===== config.mk =====
export PLATFORM = sky130hd
export DESIGN_NAME = button_conditioner_flat
export DESIGN_NICKNAME = d
export VERILOG_FILES = /design/src/rtl/button_conditioner_if.sv /design/src/rtl/button_conditioner.sv /design/src/flat_wrapper.sv
export SDC_FILE = /design/constraint.sdc
export NUM_CORES = 1
export LEC_CHECK = 0
export BUFFER_PORTS_ARGS = -buffer_cell sky130_fd_sc_hd__buf_2
export CAP_MARGIN = 20
export CORE_ASPECT_RATIO = 0.5
export CORE_MARGIN = 4
export CORE_UTILIZATION = 65
export CTS_CLUSTER_DIAMETER = 150
export CTS_CLUSTER_SIZE = 25
export DETAILED_ROUTE_END_ITERATION = 8
export GPL_ROUTABILITY_DRIVEN = 0
export PLACE_DENSITY = 0.89
export RECOVER_POWER = 100
export REMOVE_ABC_BUFFERS = 1
export SLEW_MARGIN = 20
export SYNTH_ARGS = -nofsm -noshare
export SYNTH_HDL_FRONTEND = slang
export SYNTH_SLANG_ARGS = --single-unit

===== constraint.sdc =====
create_clock -name clk_clk -period 5.3 [get_ports clk_clk]
set_clock_uncertainty 0.15 [all_clocks]
set_input_delay 1.06 -clock clk_clk [delete_from_list [all_inputs] [get_ports clk_clk]]
set_output_delay 1.06 -clock clk_clk [all_outputs]
set_load 0.1 [all_outputs]

===== src/rtl/button_conditioner_if.sv =====
// Button conditioner signal bundle: raw active-low pins and event clears in,
// debounced level, press pulses and sticky event flags out.
interface button_conditioner_if;
  logic [5:0] btn_n_i;
  logic [5:0] evt_clr_i;
  logic [5:0] level_o;
  logic [5:0] pulse_o;
  logic [5:0] evt_o;

  modport master (
    output btn_n_i,
    output evt_clr_i,
    input  level_o,
    input  pulse_o,
    input  evt_o
  );

  modport slave (
    input  btn_n_i,
    input  evt_clr_i,
    output level_o,
    output pulse_o,
    output evt_o
  );
endinterface


===== src/rtl/button_conditioner.sv =====
// Six-button debouncer with press pulses, optional auto-repeat and sticky
// event flags. Bit map: 0 move_left, 1 move_right, 2 rotate_left,
// 3 rotate_right, 4 fast_move, 5 reset_game.
//
// Optional feature macro: BUTTON_AUTO_REPEAT_EN
//   defined   -> bits set in REPEAT_MASK auto-repeat while held
//   undefined -> REPEAT state absent, one pulse per press
//
// Per-bit FSM:
//   state      | meaning
//   IDLE       | released, level=0, waiting for sync=1
//   DB_PRESS   | sync=1 seen, counting stable cycles before accepting press
//   HELD       | press accepted, level=1, counting toward first repeat
//   REPEAT     | auto-repeating every REPEAT_RATE cycles (macro only)
//   DB_RELEASE | sync=0 seen, counting stable cycles before accepting release
module button_conditioner #(
  parameter int         DB_CYCLES    = 1000000,
  parameter int         REPEAT_DELAY = 15000000,
  parameter int         REPEAT_RATE  = 5000000,
  parameter logic [5:0] REPEAT_MASK  = 6'b010011
) (
  input  logic                 clk_clk,
  input  logic                 reset_reset_n,
  button_conditioner_if.slave  bus
);

  localparam int MAX_A = (DB_CYCLES > REPEAT_DELAY) ? DB_CYCLES : REPEAT_DELAY;
  localparam int MAX_P = (MAX_A > REPEAT_RATE) ? MAX_A : REPEAT_RATE;
  localparam int CW    = (MAX_P > 1) ? $clog2(MAX_P) : 1;

  localparam logic [CW-1:0] DB_LAST = CW'(DB_CYCLES - 1);

`ifdef BUTTON_AUTO_REPEAT_EN
  localparam logic [CW-1:0] DLY_LAST  = CW'(REPEAT_DELAY - 1);
  localparam logic [CW-1:0] RATE_LAST = CW'(REPEAT_RATE - 1);
`else
  // Without auto-repeat the mask has no effect.
  logic unused_repeat_cfg;
  assign unused_repeat_cfg = ^REPEAT_MASK;
`endif

  typedef enum logic [2:0] {
    IDLE,
    DB_PRESS,
    HELD,
    DB_RELEASE
`ifdef BUTTON_AUTO_REPEAT_EN
    , REPEAT
`endif
  } state_t;

  logic [5:0]    sync1_q;
  logic [5:0]    sync2_q;
  state_t        state_q [6];
  logic [CW-1:0] cnt_q   [6];
  logic [5:0]    level_q;
  logic [5:0]    pulse_q;
  logic [5:0]    evt_q;

  // Two-flop synchronizer on the raw pins, stored inverted (1 = pressed).
  always_ff @(posedge clk_clk) begin
    if (!reset_reset_n) begin
      sync1_q <= '0;
      sync2_q <= '0;
    end else begin
      sync1_q <= ~bus.btn_n_i;
      sync2_q <= sync1_q;
    end
  end

  // Independent debounce / repeat FSM per bit with registered level and pulse.
  always_ff @(posedge clk_clk) begin
    if (!reset_reset_n) begin
      for (int i = 0; i < 6; i++) begin
        state_q[i] <= IDLE;
        cnt_q[i]   <= '0;
      end
      level_q <= '0;
      pulse_q <= '0;
    end else begin
      for (int i = 0; i < 6; i++) begin
        pulse_q[i] <= 1'b0;
        case (state_q[i])
          IDLE: begin
            level_q[i] <= 1'b0;
            if (sync2_q[i]) begin
              state_q[i] <= DB_PRESS;
              cnt_q[i]   <= '0;
            end
          end
          DB_PRESS: begin
            if (!sync2_q[i]) begin
              state_q[i] <= IDLE;
            end else if (cnt_q[i] == DB_LAST) begin
              state_q[i] <= HELD;
              level_q[i] <= 1'b1;
              pulse_q[i] <= 1'b1;
              cnt_q[i]   <= '0;
            end else begin
              cnt_q[i] <= cnt_q[i] + 1'b1;
            end
          end
          HELD: begin
            if (!sync2_q[i]) begin
              state_q[i] <= DB_RELEASE;
              cnt_q[i]   <= '0;
            end
`ifdef BUTTON_AUTO_REPEAT_EN
            else if (REPEAT_MASK[i]) begin
              if (cnt_q[i] == DLY_LAST) begin
                state_q[i] <= REPEAT;
                pulse_q[i] <= 1'b1;
                cnt_q[i]   <= '0;
              end else begin
                cnt_q[i] <= cnt_q[i] + 1'b1;
              end
            end
          end
          REPEAT: begin
            if (!sync2_q[i]) begin
              state_q[i] <= DB_RELEASE;
              cnt_q[i]   <= '0;
            end else if (cnt_q[i] == RATE_LAST) begin
              pulse_q[i] <= 1'b1;
              cnt_q[i]   <= '0;
            end else begin
              cnt_q[i] <= cnt_q[i] + 1'b1;
            end
`endif
          end
          DB_RELEASE: begin
            // A bounce back to pressed resumes HELD without a new pulse.
            if (sync2_q[i]) begin
              state_q[i] <= HELD;
              cnt_q[i]   <= '0;
            end else if (cnt_q[i] == DB_LAST) begin
              state_q[i] <= IDLE;
              level_q[i] <= 1'b0;
              cnt_q[i]   <= '0;
            end else begin
              cnt_q[i] <= cnt_q[i] + 1'b1;
            end
          end
          default: begin
            state_q[i] <= IDLE;
            level_q[i] <= 1'b0;
            cnt_q[i]   <= '0;
          end
        endcase
      end
    end
  end

  // Sticky event flags; a pulse in the same cycle as a clear keeps the flag set.
  always_ff @(posedge clk_clk) begin
    if (!reset_reset_n) begin
      evt_q <= '0;
    end else begin
      evt_q <= (evt_q & ~bus.evt_clr_i) | pulse_q;
    end
  end

  assign bus.level_o = level_q;
  assign bus.pulse_o = pulse_q;
  assign bus.evt_o   = evt_q;

endmodule

===== src/flat_wrapper.sv =====
// flat-port wrapper written by rule: the top's interface ports become plain ports
module button_conditioner_flat 
#(
  parameter int         DB_CYCLES    = 1000000,
  parameter int         REPEAT_DELAY = 15000000,
  parameter int         REPEAT_RATE  = 5000000,
  parameter logic [5:0] REPEAT_MASK  = 6'b010011
)
  (clk_clk, reset_reset_n, bus_btn_n_i, bus_evt_clr_i, bus_level_o, bus_pulse_o, bus_evt_o);
  button_conditioner_if bus_i ();
  input  logic clk_clk;
  input  logic reset_reset_n;
  input wire logic [$bits(bus_i.btn_n_i)-1:0] bus_btn_n_i;
  input wire logic [$bits(bus_i.evt_clr_i)-1:0] bus_evt_clr_i;
  output wire logic [$bits(bus_i.level_o)-1:0] bus_level_o;
  output wire logic [$bits(bus_i.pulse_o)-1:0] bus_pulse_o;
  output wire logic [$bits(bus_i.evt_o)-1:0] bus_evt_o;
  assign bus_i.btn_n_i = bus_btn_n_i;
  assign bus_i.evt_clr_i = bus_evt_clr_i;
  assign bus_level_o = bus_i.level_o;
  assign bus_pulse_o = bus_i.pulse_o;
  assign bus_evt_o = bus_i.evt_o;
  button_conditioner #(.DB_CYCLES(DB_CYCLES), .REPEAT_DELAY(REPEAT_DELAY), .REPEAT_RATE(REPEAT_RATE), .REPEAT_MASK(REPEAT_MASK)) u_core (.clk_clk(clk_clk), .reset_reset_n(reset_reset_n), .bus(bus_i));
endmodule

Word level (Yosys, flattened, before mapping)
Memories as Yosys holds them, arrays and structs flattened.
Cells that the tools add are included.
{"block": "word_totals", "reg_bits": 30, "ram_bits": 156, "elab_cells": 515, "mem_count": 2}
{"name": "u_core.cnt_q", "depth": 6, "width": 24, "rd": 6, "rd_ports_with_merged_regs": 0, "write_ports": 6, "line_no": "button_conditioner.sv:55", "rtl": "logic [CW-1:0] cnt_q [6];"}
{"name": "u_core.state_q", "depth": 6, "width": 2, "rd": 6, "rd_ports_with_merged_regs": 0, "write_ports": 6, "line_no": "button_conditioner.sv:54", "rtl": "state_t state_q [6];"}
{"block": "op_classes", "add_sub_neg": 6, "n_eq_ne": 48, "muxes": 331, "n_bitwise": 100, "reduce_logical": 18}
{"operator": "$mux 24", "count": 48}
{"operator": "$mux 1", "count": 235}
{"operator": "$add 24x1->24 const B", "count": 6}
{"operator": "$eq 24x20->1 const B", "count": 6}
{"operator": "$or 1x1->1", "count": 90}
{"operator": "$mux 2", "count": 42}
{"operator": "$eq 3x2->1 const B", "count": 12}
{"operator": "$ne 2x1->1 const B", "count": 18}
{"operator": "$reduce_and 5->1", "count": 6}
{"operator": "$reduce_or 4->1", "count": 6}
{"operator": "$eq 3x1->1 const B", "count": 6}
{"operator": "$logic_not 3->1", "count": 6}
{"operator": "$pmux 1 s3", "count": 6}
{"operator": "$ne 2x2->1 const B", "count": 6}
{"operator": "$not 6->6", "count": 2}
{"operator": "$and 6x6->6", "count": 1}
{"operator": "$not 1->1", "count": 6}
{"operator": "$or 6x6->6", "count": 1}

Depth between registers and ports, before layout
An unclocked memory read counts as a cell.
{"block": "depth", "depth_word": 14, "depth_mapped": 7}

Least setup slack after synthesis
No wires, ideal clock.
{"block": "synth_path", "path_type": "input-to-reg", "from": "input reset_reset_n", "to": "memory u_core.cnt_q[0][0] (netlist name) (enable)", "setup_time_ns": 0.561, "arrival_time_ns": 2.828, "slack_ns": 1.760, "cell_stages": 5, "path_buffers": 4, "path_cell_list": "clkbuf_1 > clkbuf_1 > clkbuf_1 > clkbuf_1 > o21ai_0"}
{"item": "start, declared", "line_no": "flat_wrapper.sv:12", "rtl": "input logic reset_reset_n;"}
{"item": "end, declared", "line_no": "button_conditioner.sv:55"}

==> metrics.md <==
| Metric | Value |
|---|---|
| Status | `finished with violations` |
| Violated checks | `capacitance limit, slew limit` |
| Cells along the critical path | `nand2_1, nor2_1, o21ai_0` |
| Worst Setup End Kind | `flip-flop` |
| Syn Std Cell Area | `10000 um^2` |
| Ys flop type | `edfxtp_1` |
| Final period util | `71.7%` |
| Final setup viols | `0` |
| Yosys reg bits | `186` |
| Slew Viols, Final | `25` |
| Synth cell count leaders | `edfxtp_1 (156), nor2_1 (110), a21oi_1 (62), nand3_1 (60), o21ai_0 (58)` |
| CTS tree | `done` |
| Top-area cell type share of the netlist area | `46.8%` |
| Cells after DPL | `1172` |
| Final Critical Period | `3.80 ns` |
| DRC viols | `0` |
| Initial Utilization | `67.8%` |
| Post-route insts no fill | `around 1200` |
| Slowest cell on the critical path | `o21ai_0` |
| Resize count post-CTS | `0` |
| Slew headroom | `-127%` |
| Req. time, crit path | `between 5 and 6 ns` |
| PortBufs | `31` |
| Worst Path Max Fanout | `24` |
| Initial DRC count | `1161` |
| Crit path launch type | `flip-flop` |
| Die area | `17600 um^2` |
| Ys Warns | `0` |
| Fin Setup TNS | `0 ns` |
| Worst Path Buf+Inv | `0` |
| Seq/Total Area, Yosys | `52.8%` |
| Cell Rows | `31` |
| First drt pass iteration count | `6` |
| Die Wd | `184 um` |
| Layout cells sized above 1 | `5.37%` |
| PnR worst setup slack | `roughly 1.5 ns` |
| Top delay family on crit path | `compound AO/OA/AOI/OAI gates` |
| Net count, final | `1013` |
| Final Util | `73.0%` |
| Power Density | `409 nW/um^2` |
| Least-Margin Pin Slew | `3.37 ns` |
| CTS Hold Buffers Added | `0` |
| WL/cell | `17.4 um` |
| Async SR Flop Fraction | `0%` |
| Distinct cells, synth | `48` |
| Max VDD drop | `approximately 0.00030 V` |
| Crit path kind | `flip-flop to flip-flop` |
| # clock sinks | `186` |
| Max H-tree Level | `4` |
| Max stage delay on crit path | `2.50 ns` |
| Synth-to-layout area growth | `7.71%` |
| Gr usage total | `approximately a quarter` |
| I/O pins | `32` |
| Worst endpoint data arrival time | `3.62 ns` |
| Fmax | `263 MHz` |
| Buffer count from post-CTS setup fixing | `0` |
| Leak pwr | `roughly 3.3 nW` |
| EDFF count, synth | `156` |
| Dpl ws | `1.92 ns` |
| Clk root buf | `clkbuf_16` |
| CTS max path bufs | `2` |
| First-pass GRT wire length | `35200 um` |
| Detailed-route via count | `7871` |
| CTS Buf Count | `17` |
| Largest net degree at the start of global routing | `54` |
| Synth area leader | `edfxtp_1` |
| Total Wirelength | `20900 um` |
| Synthesized area per cell | `10.1 um^2` |
| Dpl hpwl | `13300 um` |
| Clock transition at the registers of the reported paths | `0.07 ns` |
| Vias in the first global route | `7446` |
| Synth Instances | `989` |
| Hold Vio Cnt, Final | `0` |
| Path type of the worst min-delay path | `flip-flop to flip-flop` |
| Core area | `14800 um^2` |
| Unrepaired setup endpoints after global routing | `no` |
| Top-count cell post-synth | `edfxtp_1` |
| DR vias/cell | `approximately 6.5` |
| GRT overflow | `0` |
| Worst-skew pair later-pin latency | `approximately 0.44 ns` |
| Layout fillers | `roughly 970` |
| Final ANT Viol Nets | `0` |
| Number of diodes | `0` |
| Max-Cap Viols | `2` |
| Die Y | `95.8 um` |
| Initial antenna violation count | `0` |
| Largest cells by area after synthesis | `edfxtp_1 (47%), dfxtp_1 (6.0%), nor2_1 (4.1%), xor2_1 (3.6%), xnor2_1 (3.4%)` |
cell usage in the layout (no fill, tap or decap), types with 5 or more instances in the layout:
cell type,count
a21boi_0,7
a21oi_1,62
a31oi_1,5
and2_1,14
and3_1,11
and4_1,29
buf_2,13
clkbuf_1,22
clkbuf_16,17
dfxtp_1,30
edfxtp_1,156
ha_1,6
inv_1,18
inv_6,5
nand2_1,54
nand3_1,60
nand4_1,49
nor2_1,110
nor2b_1,31
nor3_1,16
nor4_1,11
nor4b_1,13
o21a_1,6
o21ai_0,58
o31ai_1,18
or3_1,38
or4_1,20
xnor2_1,39
xor2_1,41
cell type report:
| class | instances | area (um^2) | area share, % |
|---|---|---|---|
| clock buffer | 17 | 425 | 3.94 |
| multi-input combinational | 735 | 4460 | 41.3 |
| sequential | 186 | 5290 | 49.0 |
| tap | 198 | 248 | 2.30 |
| clock inverter | 15 | 155 | 1.44 |
| inverter | 18 | 67.6 | 0.626 |
| timing repair buffer | 35 | 148 | 1.37 |
report_power, final:
group	internal, mW	switching (mW)	total (mW)
clock network	0.668	0.608	1.28
logic	0.260	0.415	0.675
registers	2.02	0.440	2.46
stage by stage:
step,instance area [um^2],total power [mW],hold WS (ns)
finish,10800,4.41,0.289
global route,10800,4.63,0.304
global placement,10200,3.05,0.264
floorplan,9810,2.87,0.262
CTS,10900,4.42,0.289
detailed placement,10300,3.14,0.274
cell families (layout without fill, tap and decap cells):
group,Yosys count,count (layout),share of synthesized area [%]
buf+inv,68,85,2.71
simple gates,479,479,26.9
xor+xnor,80,80,7.00
compound gates,170,170,9.90
fa+ha+maj,6,6,0.750
flops,186,186,52.8
state kept, by name, indices dropped and copies added, names as in the netlist:
name,flops
u_core.bus.level_o,6
u_core.cnt_q,144
u_core.bus.pulse_o,6
u_core.bus.evt_o,6
u_core.sync1_q,6
u_core.sync2_q,6
u_core.state_q,12
worst reg2reg max path, cell delays in order, from the launching register on:
cell,delay (ns)
edfxtp_1,0.51
nand2_1,0.13
nor2_1,0.04
o21ai_0,2.50
layer usage:
layer  part of all wire, %  wire length, um  global-route usage, %  vias to the layer above
li1                      -                -                      -                     3745
met1                    42             8760                   31.3                     3723
met2                    50            10400                   42.4                      343
met3                   6.0             1260                   4.68                       60
met4                   2.3              483                   8.98                        0
met5                     0                0                      0                        -
final timing paths:
path / cells after the start / startpoint / slack, ns / to
worst min register to register: 1 / u_core.sync1_q[5]$_SDFF_PN0_ / 0.29 / u_core.sync2_q[5]$_SDFF_PN0_
worst max-delay path: 3 / u_core.state_q[0][1]$_SDFFCE_PP0P_ / 1.50 / u_core.cnt_q[0][11]$_SDFFCE_PP0P_
worst max register to register: 3 / u_core.state_q[0][1]$_SDFFCE_PP0P_ / 1.50 / u_core.cnt_q[0][11]$_SDFFCE_PP0P_
worst min-delay path: 1 / u_core.sync1_q[5]$_SDFF_PN0_ / 0.29 / u_core.sync2_q[5]$_SDFF_PN0_
(Power assumes the default switching activity.)
